===== src/rtl/sum_accumulator.sv =====
// sum_accumulator: sums BURST adder results {carry,sum} into an ACC_W-bit total offered on valid/ready.
// Optional build macro SUM_ACC_SAT_EN: saturate at 2^ACC_W-1 on overflow instead of wrapping.
module sum_accumulator #(
    parameter int ACC_W = 8,
    parameter int BURST = 4
) (
    input  logic             clk,
    input  logic             rst,
    input  logic             clear,
    input  logic             in_valid,
    input  logic [3:0]       in_sum,
    input  logic             in_carry,
    output logic             in_ready,
    output logic             out_valid,
    input  logic             out_ready,
    output logic [ACC_W-1:0] out_sum,
    output logic             out_ovf,
    output logic [7:0]       beat_cnt
);

    typedef enum logic {
        ACCUM = 1'b0,
        HOLD  = 1'b1
    } state_e;

    localparam logic [7:0] LAST_BEAT = 8'(BURST - 1);

    state_e           state_q, state_d;
    logic [ACC_W-1:0] acc_q, acc_d;
    logic [7:0]       cnt_q, cnt_d;
    logic             ovf_q, ovf_d;
    logic             in_ready_q, in_ready_d;
    logic             out_valid_q, out_valid_d;

    logic [ACC_W-1:0] operand;
    logic [ACC_W:0]   sum_wide;
    logic             accept;

    assign operand  = ACC_W'({in_carry, in_sum});
    assign sum_wide = {1'b0, acc_q} + {1'b0, operand};
    assign accept   = in_valid & in_ready_q;

    always_comb begin
        // NOTE: every _d gets a default first, so no path through this block can infer a latch.
        state_d = state_q;
        acc_d   = acc_q;
        cnt_d   = cnt_q;
        ovf_d   = ovf_q;

        if (clear) begin
            state_d = ACCUM;
            acc_d   = '0;
            cnt_d   = '0;
            ovf_d   = 1'b0;
        end else begin
            case (state_q)
                ACCUM: begin
                    if (accept) begin
                        cnt_d = cnt_q + 8'd1;
                        if (sum_wide[ACC_W]) begin
                            ovf_d = 1'b1;
                        end
`ifdef SUM_ACC_SAT_EN
                        acc_d = sum_wide[ACC_W] ? '1 : sum_wide[ACC_W-1:0];
`else
                        acc_d = sum_wide[ACC_W-1:0];
`endif
                        if (cnt_q == LAST_BEAT) begin
                            state_d = HOLD;
                        end
                    end
                end
                HOLD: begin
                    if (out_ready) begin
                        state_d = ACCUM;
                        acc_d   = '0;
                        cnt_d   = '0;
                        ovf_d   = 1'b0;
                    end
                end
                default: state_d = ACCUM;
            endcase
        end

        // Handshake outputs are registered copies of the next state, so they never follow out_ready combinationally.
        in_ready_d  = (state_d == ACCUM);
        out_valid_d = (state_d == HOLD);
    end

    always_ff @(posedge clk) begin
        // NOTE: reset is synchronous and active-high; state uses non-blocking assignments only.
        if (rst) begin
            state_q     <= ACCUM;
            acc_q       <= '0;
            cnt_q       <= '0;
            ovf_q       <= 1'b0;
            in_ready_q  <= 1'b1;
            out_valid_q <= 1'b0;
        end else begin
            state_q     <= state_d;
            acc_q       <= acc_d;
            cnt_q       <= cnt_d;
            ovf_q       <= ovf_d;
            in_ready_q  <= in_ready_d;
            out_valid_q <= out_valid_d;
        end
    end

    assign in_ready  = in_ready_q;
    assign out_valid = out_valid_q;
    assign out_sum   = acc_q;
    assign out_ovf   = ovf_q;
    assign beat_cnt  = cnt_q;

endmodule


===== config.mk =====
export PLATFORM = sky130hd
export DESIGN_NAME = sum_accumulator
export DESIGN_NICKNAME = d
export VERILOG_FILES = /design/src/rtl/sum_accumulator.sv
export SDC_FILE = /design/constraint.sdc
export NUM_CORES = 1
export LEC_CHECK = 0
export ABC_AREA = 1
export CORE_ASPECT_RATIO = 0.8
export CORE_UTILIZATION = 51
export CTS_CLUSTER_SIZE = 10
export DETAILED_ROUTE_END_ITERATION = 10
export GPL_ROUTABILITY_DRIVEN = 0
export PLACE_DENSITY = 0.83
export SLEW_MARGIN = 30
export SYNTH_ARGS = -nofsm -noshare
export SYNTH_HDL_FRONTEND = slang
export SYNTH_SLANG_ARGS = --single-unit

===== constraint.sdc =====
create_clock -name clk -period 3.9 [get_ports clk]
set_clock_uncertainty 0.2 [all_clocks]
set_input_delay 1.17 -clock clk [delete_from_list [all_inputs] [get_ports clk]]
set_output_delay 1.17 -clock clk [all_outputs]
set_load 0.1 [all_outputs]

Word-level counts from Yosys, hierarchy flattened
Cells that the tools add are included.

Input bits: 10. Word-level logic and storage cells: 31. Bits in latches: 0. Register bits after elaboration: 19. ROM bits: 0. Output and inout port bits: 19. Memory bits (writable): 0. Memories: 0.

Reductions and logical operators: 3. Multiplexer cells: 14. Shift operators: 0. Bitwise gates (word level): 3. Div/mod/pow operators: 0. Add/sub/neg operators: 2. Magnitude comparators: 0. Eq/ne operators: 4. $mul: 0.

Operators by type and width (count): $pmux W8 S2 (2); $mux W8 (3); $add A8 B5 Y9 (1); $add A8 B1 Y8 const B (1); $eq A8 B2 Y1 const B (1); $mux W1 (7); $ne A2 B2 Y1 const B (3); $pmux W1 S2 (2); $reduce_and A3 Y1 (1); $not A1 Y1 (2); $reduce_and A2 Y1 (1); $reduce_or A2 Y1 (1); $and A1 B1 Y1 (1).

Depth between registers and ports, before layout
Gate-level depths: netlist of the first run.

Depth in word-level cells: 6. Gate-level depth with buffers: 9.

Worst setup path before layout of the first run
OpenSTA, ideal clock, no wires.

Path kind: in2reg. From: input port in_sum[0]. To: register acc_q[2] (netlist: out_sum[2]). Path buffers: 0. Setup slack: 1.352 ns. Setup time: 0.119 ns. Stages: 5. Data arrival time: 2.229 ns. Path through: ha_1 fa_1 or2_2 a21oi_1 nor2_1.

Word-level cells in the longest chain between the ends: 3.

Ends and longest elaborated chain: start, declared (line 11) `input logic [3:0] in_sum,`; $add A8 B5 Y9 (line 40) `assign sum_wide = {1'b0, acc_q} + {1'b0, operand};`; $mux W8 (line 58) `if (accept) begin`; $pmux W8 S2 (line 56) `case (state_q)`; end signal, assigned (line 94) `acc_q <= '0;`; end signal, assigned (line 101) `acc_q <= acc_d;`; end, declared (line 29) `logic [ACC_W-1:0] acc_q, acc_d;`.

No other way between the ends. The select of a mux whose other input is x is not followed. A chain may end at the register's enable or synchronous reset.

Final worst setup path of the first run
Ends and elaborated chain as after synthesis.

==> results of run 1 <==
==> metal layers <==
metal,global-route usage (%),vias up
met5,0,-
li1,-,560
met3,6.667,5
met4,10.77,0
met2,37.80,29
met1,28.51,509
==> worst max-delay path, cell delays in order <==
cell	delay (ns)
clkdlybuf4s50_1	0.40
ha_1	0.22
fa_1	0.42
or2_2	0.31
a21oi_1	0.12
nor2_1	0.04
==> flip-flops by register name, indices dropped and copies added (netlist names) <==
name	flops
out_ovf	1
out_sum	8
out_valid	1
beat_cnt	8
in_ready	1
==> through the flow <==
| stage | setup slack (ns) | instance area (µm²) | util (%) | hold slack (ns) |
|---|---|---|---|---|
| after floorplan | 1.352 | 1111 | - | 0.6801 |
| after global placement | 0.9084 | 1354 | 69.01 | 0.2420 |
| after detailed placement | 0.8807 | 1354 | 69.01 | 0.2493 |
| after CTS | 1.226 | 1384 | 70.54 | 0.2664 |
| after global routing | 1.184 | 1384 | 70.54 | 0.3033 |
| final | 1.220 | 1384 | 70.54 | 0.2618 |
==> path summary, 6_finish.rpt <==
| path | from | end | slack, ns | depth (start not counted) |
|---|---|---|---|---|
| worst min register to register | out_ovf | out_ovf | 0.26 | 2 |
| worst min-delay path | out_ovf | out_ovf | 0.26 | 2 |
| worst max-delay path | in_sum[0] | out_sum[2] | 1.22 | 6 |
| worst max register to register | out_sum[0] | out_sum[2] | 2.15 | 5 |
==> cell families (layout without fill, tap and decap cells) <==
| family | count (synthesis) | count (layout) | synth area share, % |
|---|---|---|---|
| AOI/OAI and AO/OA | 23 | 23 | 11.37 |
| buffers and inverters | 25 | 56 | 10.36 |
| adders and majority gates | 7 | 7 | 8.558 |
| and+or+nand+nor | 81 | 81 | 35.47 |
| DFF | 19 | 19 | 34.23 |
==> Yosys cell counts <==
cell type / n / area share (%)
nand4_1: 1 / 0.56
nand3_4: 1 / 1.6
a21oi_1: 14 / 6.3
buf_12: 1 / 1.8
nor2_1: 16 / 5.4
nand3_1: 10 / 4.5
a21o_1: 1 / 0.68
inv_2: 2 / 0.68
inv_1: 21 / 7.1
a21boi_0: 1 / 0.68
nand2_2: 4 / 2.3
nand2_4: 1 / 1.0
o21a_1: 1 / 0.68
fa_1: 1 / 1.8
ha_1: 6 / 6.8
or2_2: 2 / 1.1
o21ai_0: 5 / 2.3
dfxtp_1: 19 / 34
nand2_1: 40 / 14
nor3_1: 2 / 0.90
nand3b_1: 1 / 0.68
nand4_4: 1 / 1.9
inv_6: 1 / 0.79
nor2_4: 2 / 2.0
a21oi_2: 1 / 0.79
==> area by class of cell <==
type	count	area share [%]
flip-flops and latches	19	27.49
inverters	24	6.872
clock inverters	1	0.5425
multi-input cells	111	44.48
well taps	24	2.170
clock buffers	3	1.627
repair buffers	28	16.82
==> where the power goes <==
part,total [mW],internal [mW],leakage [nW],switching [mW]
Sequential,0.200,0.197,0.154,0.00306
Clock,0.106,0.0391,0.0139,0.0667
Combinational,0.0738,0.0249,0.479,0.0489
==> impl_metrics.json, run 1 <==
{
  "timing.final.crit_share_pct": 68.72,
  "routed-wl-met3_um": 109,
  "fmax_ghz": 0.3731,
  "placed_cells": 206,
  "yosysSeqAreaShare_pct": 34.23,
  "clk_path_buf_depth": 2,
  "grt_pass1_wl_um": 3933,
  "post-route-min-period_ns": 2.680,
  "rsz0062_at_grt": "no",
  "multi_input_area_um2": 615.6,
  "drc": 0,
  "cp_max_fo": 4,
  "io-pin-count": 29,
  "grt.overflow.total": 0,
  "fp.dieArea_um2": 2370,
  "track_usage_pct": 23.44,
  "fin_setup_tns_ns": 0,
  "drv_slew": 0,
  "grt_max_degree": 13,
  "layout.cells.non_filler": 210,
  "cts_resized": 0,
  "slew-limit-headroom_pct": 81.21,
  "clk_latency_ns": 0.31,
  "n_antenna_cell": 0,
  "power_density_nw_per_um2": 274.4,
  "netlist_area_um2": 1111,
  "syn2layout_area_growth_pct": 24.55,
  "m1WireLength_um": 1120,
  "path_class": "input port to flip-flop",
  "drtAntennaViolNets": 0,
  "netlist-cell-type-count": 25,
  "regArea_um2": 380.4,
  "wl_per_cell_um": 11.43,
  "top_layer": "met4",
  "worst_pin_slew_ns": 0.2842,
  "clockRootBuffer": "clkbuf_4",
  "final_cell_mix": "40 x nand2_1, 21 x inv_1, 19 x dfxtp_1, 19 x buf_4, 16 x nor2_1",
  "viasPerCell": 5.252,
  "ys_ff_latch": 19,
  "tritoncts": "done",
  "antenna_found_initial": 0,
  "cts.htree.levels": 1,
  "ys_warn_count": 0,
  "drive_gt1_share_pct": 20.43,
  "core_um2": 1962,
  "cp.required_ns": 3.91,
  "hold_buffers": 0,
  "drt_iter0_drc": 34,
  "p_leak_nw": 0.6465,
  "grt_pass1_vias": 969,
  "drv_cap": 0,
  "place.detailed.hpwl_um": 1907,
  "nNetsFinal": 204,
  "dr.pass1.iters": 4,
  "rows": 14,
  "cp.arrival_ns": 2.69,
  "synth.net_count": 172,
  "finalSetupViolCount": 0,
  "hold_viol": 0,
  "worstHoldPathType": "flip-flop to flip-flop",
  "vdd_drop_max_mv": 0.3157,
  "via_count": 1103,
  "syn_avg_cell_area_um2": 7.168,
  "die_y_um": 43.75,
  "dieWidth_um": 54.19,
  "final_common_cell": "nand2_1",
  "fin_total_pwr_mw": 0.3797,
  "synthCells": 155,
  "cts_inserted_buffers": 3,
  "numClockSinks": 19,
  "wl_met2_um": 1134,
  "cp-end-kind": "flip-flop",
  "fillCellCount": 166,
  "numPortBuffers": 28,
  "clk_pin_slew_ns": 0.11,
  "post-cts-setup-buffers": 0,
  "status": "complete, no violations",
  "initial_utilization_pct": 56.63,
  "wl_um": 2401,
  "worstSetupStartpointType": "input port"
}
(Power assumes the default switching activity.)
==> inputs of run 2 (changes only) <==
Settings changed: CORE_UTILIZATION 51 to 43, PLACE_DENSITY 0.83 to 0.75.
Clock period 3.9 ns to 2.4 ns, I/O delays scaled along.
==> run 2 against run 1 <==
Hold slack gained 0.036 ns. Combinational power grew 79%. Wire length up 2.7%. Largest power group unchanged. First-iteration DRC count shrank 29%. Clock-buffer cell count is 1 higher. Global-route usage fell by 4.1 points. Largest cell class unchanged.
==> impl_metrics.json, run 2 (synthesis gave the netlist of run 1 again) <==
{
  "wl_um": 2467,
  "setup_slack_ns": 0.1421,
  "drv_cap": 0,
  "clockRootBuffer": "clkbuf_4",
  "fillCellCount": 207,
  "slew-limit-headroom_pct": 81.18,
  "place_ws_ns": -0.1918,
  "fin_total_pwr_mw": 0.6292,
  "design_area_um2": 1633,
  "hold_buffers": 0,
  "grt.overflow.total": 0,
  "cp_max_fo": 4,
  "cp.required_ns": 2.41,
  "drv_slew": 0,
  "wl_per_cell_um": 11.11,
  "rsz0062_at_grt": "no",
  "drtAntennaViolNets": 0,
  "rows": 16,
  "numClockSinks": 19,
  "n_antenna_cell": 0,
  "drive_gt1_share_pct": 19.89,
  "p_leak_nw": 0.7042,
  "vdd_drop_max_mv": 0.3072,
  "drt_iter0_drc": 24,
  "io-pin-count": 29,
  "cts_inserted_buffers": 3,
  "place.detailed.hpwl_um": 1931,
  "layout.cells.non_filler": 222,
  "numPortBuffers": 28,
  "power_density_nw_per_um2": 385.3,
  "viasPerCell": 4.806,
  "path_buf_inv": 1,
  "track_usage_pct": 19.36,
  "slowest_delay_ns": 0.42,
  "via_count": 1067,
  "clk_pin_slew_ns": 0.12,
  "hold_ws_ns": 0.2974,
  "worstSetupStartpointType": "input port",
  "cp.arrival_ns": 2.27,
  "tritoncts": "done",
  "cts.htree.levels": 1,
  "cts_resized": 0,
  "antenna_found_initial": 0,
  "postPlaceCellArea_um2": 1607,
  "fmax_ghz": 0.4429,
  "hold_viol": 0,
  "final_cell_mix": "40 x nand2_1, 21 x inv_1, 19 x dfxtp_1, 19 x buf_12, 16 x nor2_1",
  "post-route-min-period_ns": 2.258,
  "dr.pass1.iters": 4,
  "placed_cells": 218,
  "drc": 0,
  "grt_pass1_wl_um": 3953,
  "path_class": "input port to flip-flop",
  "timing.final.crit_share_pct": 94.08,
  "clk_path_buf_depth": 2,
  "grt_pass1_vias": 952,
  "fin_setup_tns_ns": 0,
  "status": "complete, no violations",
  "grt_max_degree": 13,
  "initial_utilization_pct": 45.49,
  "die_y_um": 47.47,
  "finalSetupViolCount": 0,
  "cp_top_family": "adder cells",
  "nNetsFinal": 204,
  "dieWidth_um": 58.83,
  "worstHoldPathType": "flip-flop to flip-flop",
  "cpMaxStageDelayCell": "fa_1",
  "fp.dieArea_um2": 2792,
  "cp-end-kind": "flip-flop",
  "core_um2": 2442,
  "crit_chain": "clkdlybuf4s50_1, ha_1, fa_1, or2_2, a21oi_1, nor2_1",
  "worst_pin_slew_ns": 0.2819,
  "clk_latency_ns": 0.31,
  "finalCoreUtilization_pct": 66.85,
  "final_common_cell": "nand2_1",
  "syn2layout_area_growth_pct": 46.96,
  "post-cts-setup-buffers": 0
}
==> run 2: changes by cell type in the layout (fill, tap and decap cells not counted) <==
cell,previous run,this run
clkinvlp_4,1,0
buf_12,0,19
clkbuf_1,0,1
buf_4,19,0
==> run 2: worst paths after layout <==
check	start	endpoint	slack (ns)	depth (start not counted)
min	out_ovf	out_ovf	0.30	2
max	in_sum[0]	out_sum[2]	0.14	6
min reg2reg	out_ovf	out_ovf	0.30	2
max reg2reg	out_sum[0]	out_sum[2]	0.61	5
==> run 2: layout make-up <==
type                    count  area [µm²]  area share [%]
clock buffers               4       26.28           1.609
inverters                  24       95.09           5.824
multi-input cells         111       615.6           37.70
flip-flops and latches     19       380.4           23.29
well taps                  36       45.04           2.759
repair buffers             28       470.5           28.81
==> run 2: layer usage <==
layer  up-vias  share of wire, %  track usage (%)
li1        555                 -                -
met5         -                 0                0
met3         4               4.7            5.946
met4         0               1.0            7.143
met1       484                47            25.33
met2        24                47            30.68
==> run 2: worst register-to-register path, delay by kind of cell, from the launching register on <==
family | cells | cell delay, ns
adders and majority gates | 2 | 0.64
and+or+nand+nor | 2 | 0.37
DFF | 1 | 0.36
AOI/OAI and AO/OA | 1 | 0.13
==> run 2: where the power goes <==
part / switching [mW] / leakage, nW / internal, mW / total, mW
combinational: 0.0801 / 0.535 / 0.0521 / 0.132
sequential: 0.00747 / 0.154 / 0.320 / 0.328
clock: 0.105 / 0.0150 / 0.0649 / 0.169
==> inputs of run 3 (changes only) <==
Settings changed: GPL_TIMING_DRIVEN set to 0, SLEW_MARGIN 30 to 20.
==> run 3 against run 2 <==
Die area unchanged. Flip-flop and latch count unchanged. Power decreased by 2.8%. Worst setup slack got worse by 0.0080 ns. Register-to-register slack improved by 0.04 ns. Clock-buffer cell count unchanged. Wire length increased by 2.9%. Largest cell class unchanged. First-iteration DRC count increased by 79%. Combinational power decreased by 5%. Sequential share of layout area increased by 2.4 points. Via count increased by 0.19%. Non-clock buffer count increased by 1. Largest power group unchanged.
==> impl_metrics.json, run 3 (synthesis gave the netlist of run 1 again) <==
{
  "status": "complete, no violations",
  "timing.rr.end": "out_sum[2]",
  "grt_max_degree": 11,
  "drtAntennaViolNets": 0,
  "fin_total_pwr_mw": 0.6118,
  "antenna_found_initial": 0,
  "drt_iter0_drc": 43,
  "cp.required_ns": 2.41,
  "post-cts-setup-buffers": 0,
  "grt_pass1_wl_um": 4022,
  "cp_max_fo": 4,
  "post-route-min-period_ns": 2.266,
  "numPortBuffers": 28,
  "vdd_drop_max_mv": 0.3079,
  "drc": 0,
  "final_common_cell": "nand2_1",
  "place.detailed.hpwl_um": 1913,
  "path_class": "input port to flip-flop",
  "cts.htree.levels": 1,
  "hold-path-endpoint": "out_ovf",
  "grt.overflow.total": 0,
  "wl_um": 2538,
  "numClockSinks": 19,
  "core_um2": 2442,
  "clk_pin_slew_ns": 0.11,
  "cpMaxStageDelayCell": "fa_1",
  "syn2layout_area_growth_pct": 33.22,
  "clk_latency_ns": 0.30,
  "drive_gt1_share_pct": 20.32,
  "power_density_nw_per_um2": 413.3,
  "fmax_ghz": 0.4413,
  "hp-start": "out_ovf",
  "tritoncts": "done",
  "fin_setup_tns_ns": 0,
  "fp.dieArea_um2": 2792,
  "dieWidth_um": 58.83,
  "io-pin-count": 29,
  "viasPerCell": 4.794,
  "die_y_um": 47.47,
  "clockRootBuffer": "clkbuf_4",
  "final_cell_mix": "40 x nand2_1, 21 x inv_1, 19 x dfxtp_1, 18 x clkdlybuf4s15_2, 16 x nor2_1",
  "drv_cap": 0,
  "worst_pin_slew_ns": 0.5486,
  "cp-end-kind": "flip-flop",
  "r2r_start": "out_sum[0]",
  "slowest_delay_ns": 0.43,
  "p_leak_nw": 0.6300,
  "worstSetupStartpointType": "input port",
  "rsz0062_at_grt": "no",
  "dr.pass1.iters": 4,
  "crit_chain": "clkdlybuf4s50_1, ha_1, fa_1, or2_2, a21oi_1, nor2_1",
  "initial_utilization_pct": 45.49,
  "via_count": 1069,
  "timing.final.crit_share_pct": 94.42,
  "finalSetupViolCount": 0,
  "cts_inserted_buffers": 3,
  "n_antenna_cell": 0,
  "clk_path_buf_depth": 2,
  "nNetsFinal": 205,
  "reg2reg_setup_slack_ns": 0.65,
  "track_usage_pct": 19.62,
  "drv_slew": 0,
  "grt_pass1_vias": 931,
  "worstHoldPathType": "flip-flop to flip-flop",
  "wl_per_cell_um": 11.38,
  "reg2reg_depth": 5,
  "slew-limit-headroom_pct": 63.60,
  "cp.arrival_ns": 2.27,
  "worstHoldPathCells": 2,
  "hold_viol": 0,
  "rows": 16
}
run 3: changes by cell type in the layout (fill, tap and decap cells not counted), sizes merged:
cell,before,now
buf,19,1
clkdlybuf4s15,0,18
clkbuf,4,5
run 3: layout make-up:
class | count | area (µm²)
Fill cell | 225 | 962.2
Multi-Input combinational cell | 111 | 615.6
Sequential cell | 19 | 380.4
Timing Repair Buffer | 28 | 297.8
Inverter | 24 | 95.09
Tap cell | 36 | 45.04
Clock buffer | 4 | 26.28
Buffer | 1 | 20.02
run 3: repair_timing:
item	4_1_cts	5_1_grt
hold buffers	0	0
setup endpoints to repair	19	1
resized for setup	56	1
endpoints found under the hold margin	0	0
run 3: worst max-delay path, delay by kind of cell:
| family | cells | cell delay [ns] |
|---|---|---|
| adder cells (fa/ha/maj) | 2 | 0.66 |
| buffers and inverters | 1 | 0.41 |
| AND/OR/NAND/NOR | 2 | 0.36 |
| AO/OA/AOI/OAI | 1 | 0.13 |
run 3: worst max path at each step:
stage	start	to	slack, ns	cells past startpoint
after floorplan	out_sum[0]	out_sum[2]	0.20	5
after global placement	in_sum[0]	out_sum[2]	-0.17	6
after detailed placement	in_sum[0]	out_sum[2]	-0.19	6
after CTS	out_ovf	out_ovf	0.0004	1
after global routing	in_sum[0]	out_sum[2]	0.08	6
final	in_sum[0]	out_sum[2]	0.13	6
run 3: per-stage QoR:
stage	cell area, µm²	hold slack (ns)	cells	util [%]	worst slack [ns]
6_report	1480	0.2568	223	60.60	0.1340
5_1_grt	1480	0.2881	223	60.60	0.08430
4_1_cts	1485	0.2595	223	60.81	0.0004491
3_5_place_dp	1436	0.2420	219	58.81	-0.1859
3_3_place_gp	1436	0.2419	219	58.81	-0.1708
2_1_floorplan	1111	0.6669	155	-	0.2041
run 3: report_power, final:
| group | switching [mW] | total, mW | internal [mW] |
|---|---|---|---|
| combinational | 0.0808 | 0.125 | 0.0440 |
| clock | 0.0975 | 0.162 | 0.0648 |
| sequential | 0.00481 | 0.325 | 0.320 |
| total | 0.183 | 0.612 | 0.429 |
run 3: routing by layer:
| metal | wire, µm | vias up | part of all wire [%] | GRT usage (%) |
|---|---|---|---|---|
| met5 | 0 | - | 0 | 0 |
| met4 | 26 | 0 | 1.0 | 9.524 |
| li1 | - | 562 | - | - |
| met2 | 1125 | 39 | 44 | 31.36 |
| met3 | 138 | 4 | 5.4 | 5.946 |
| met1 | 1247 | 464 | 49 | 24.75 |
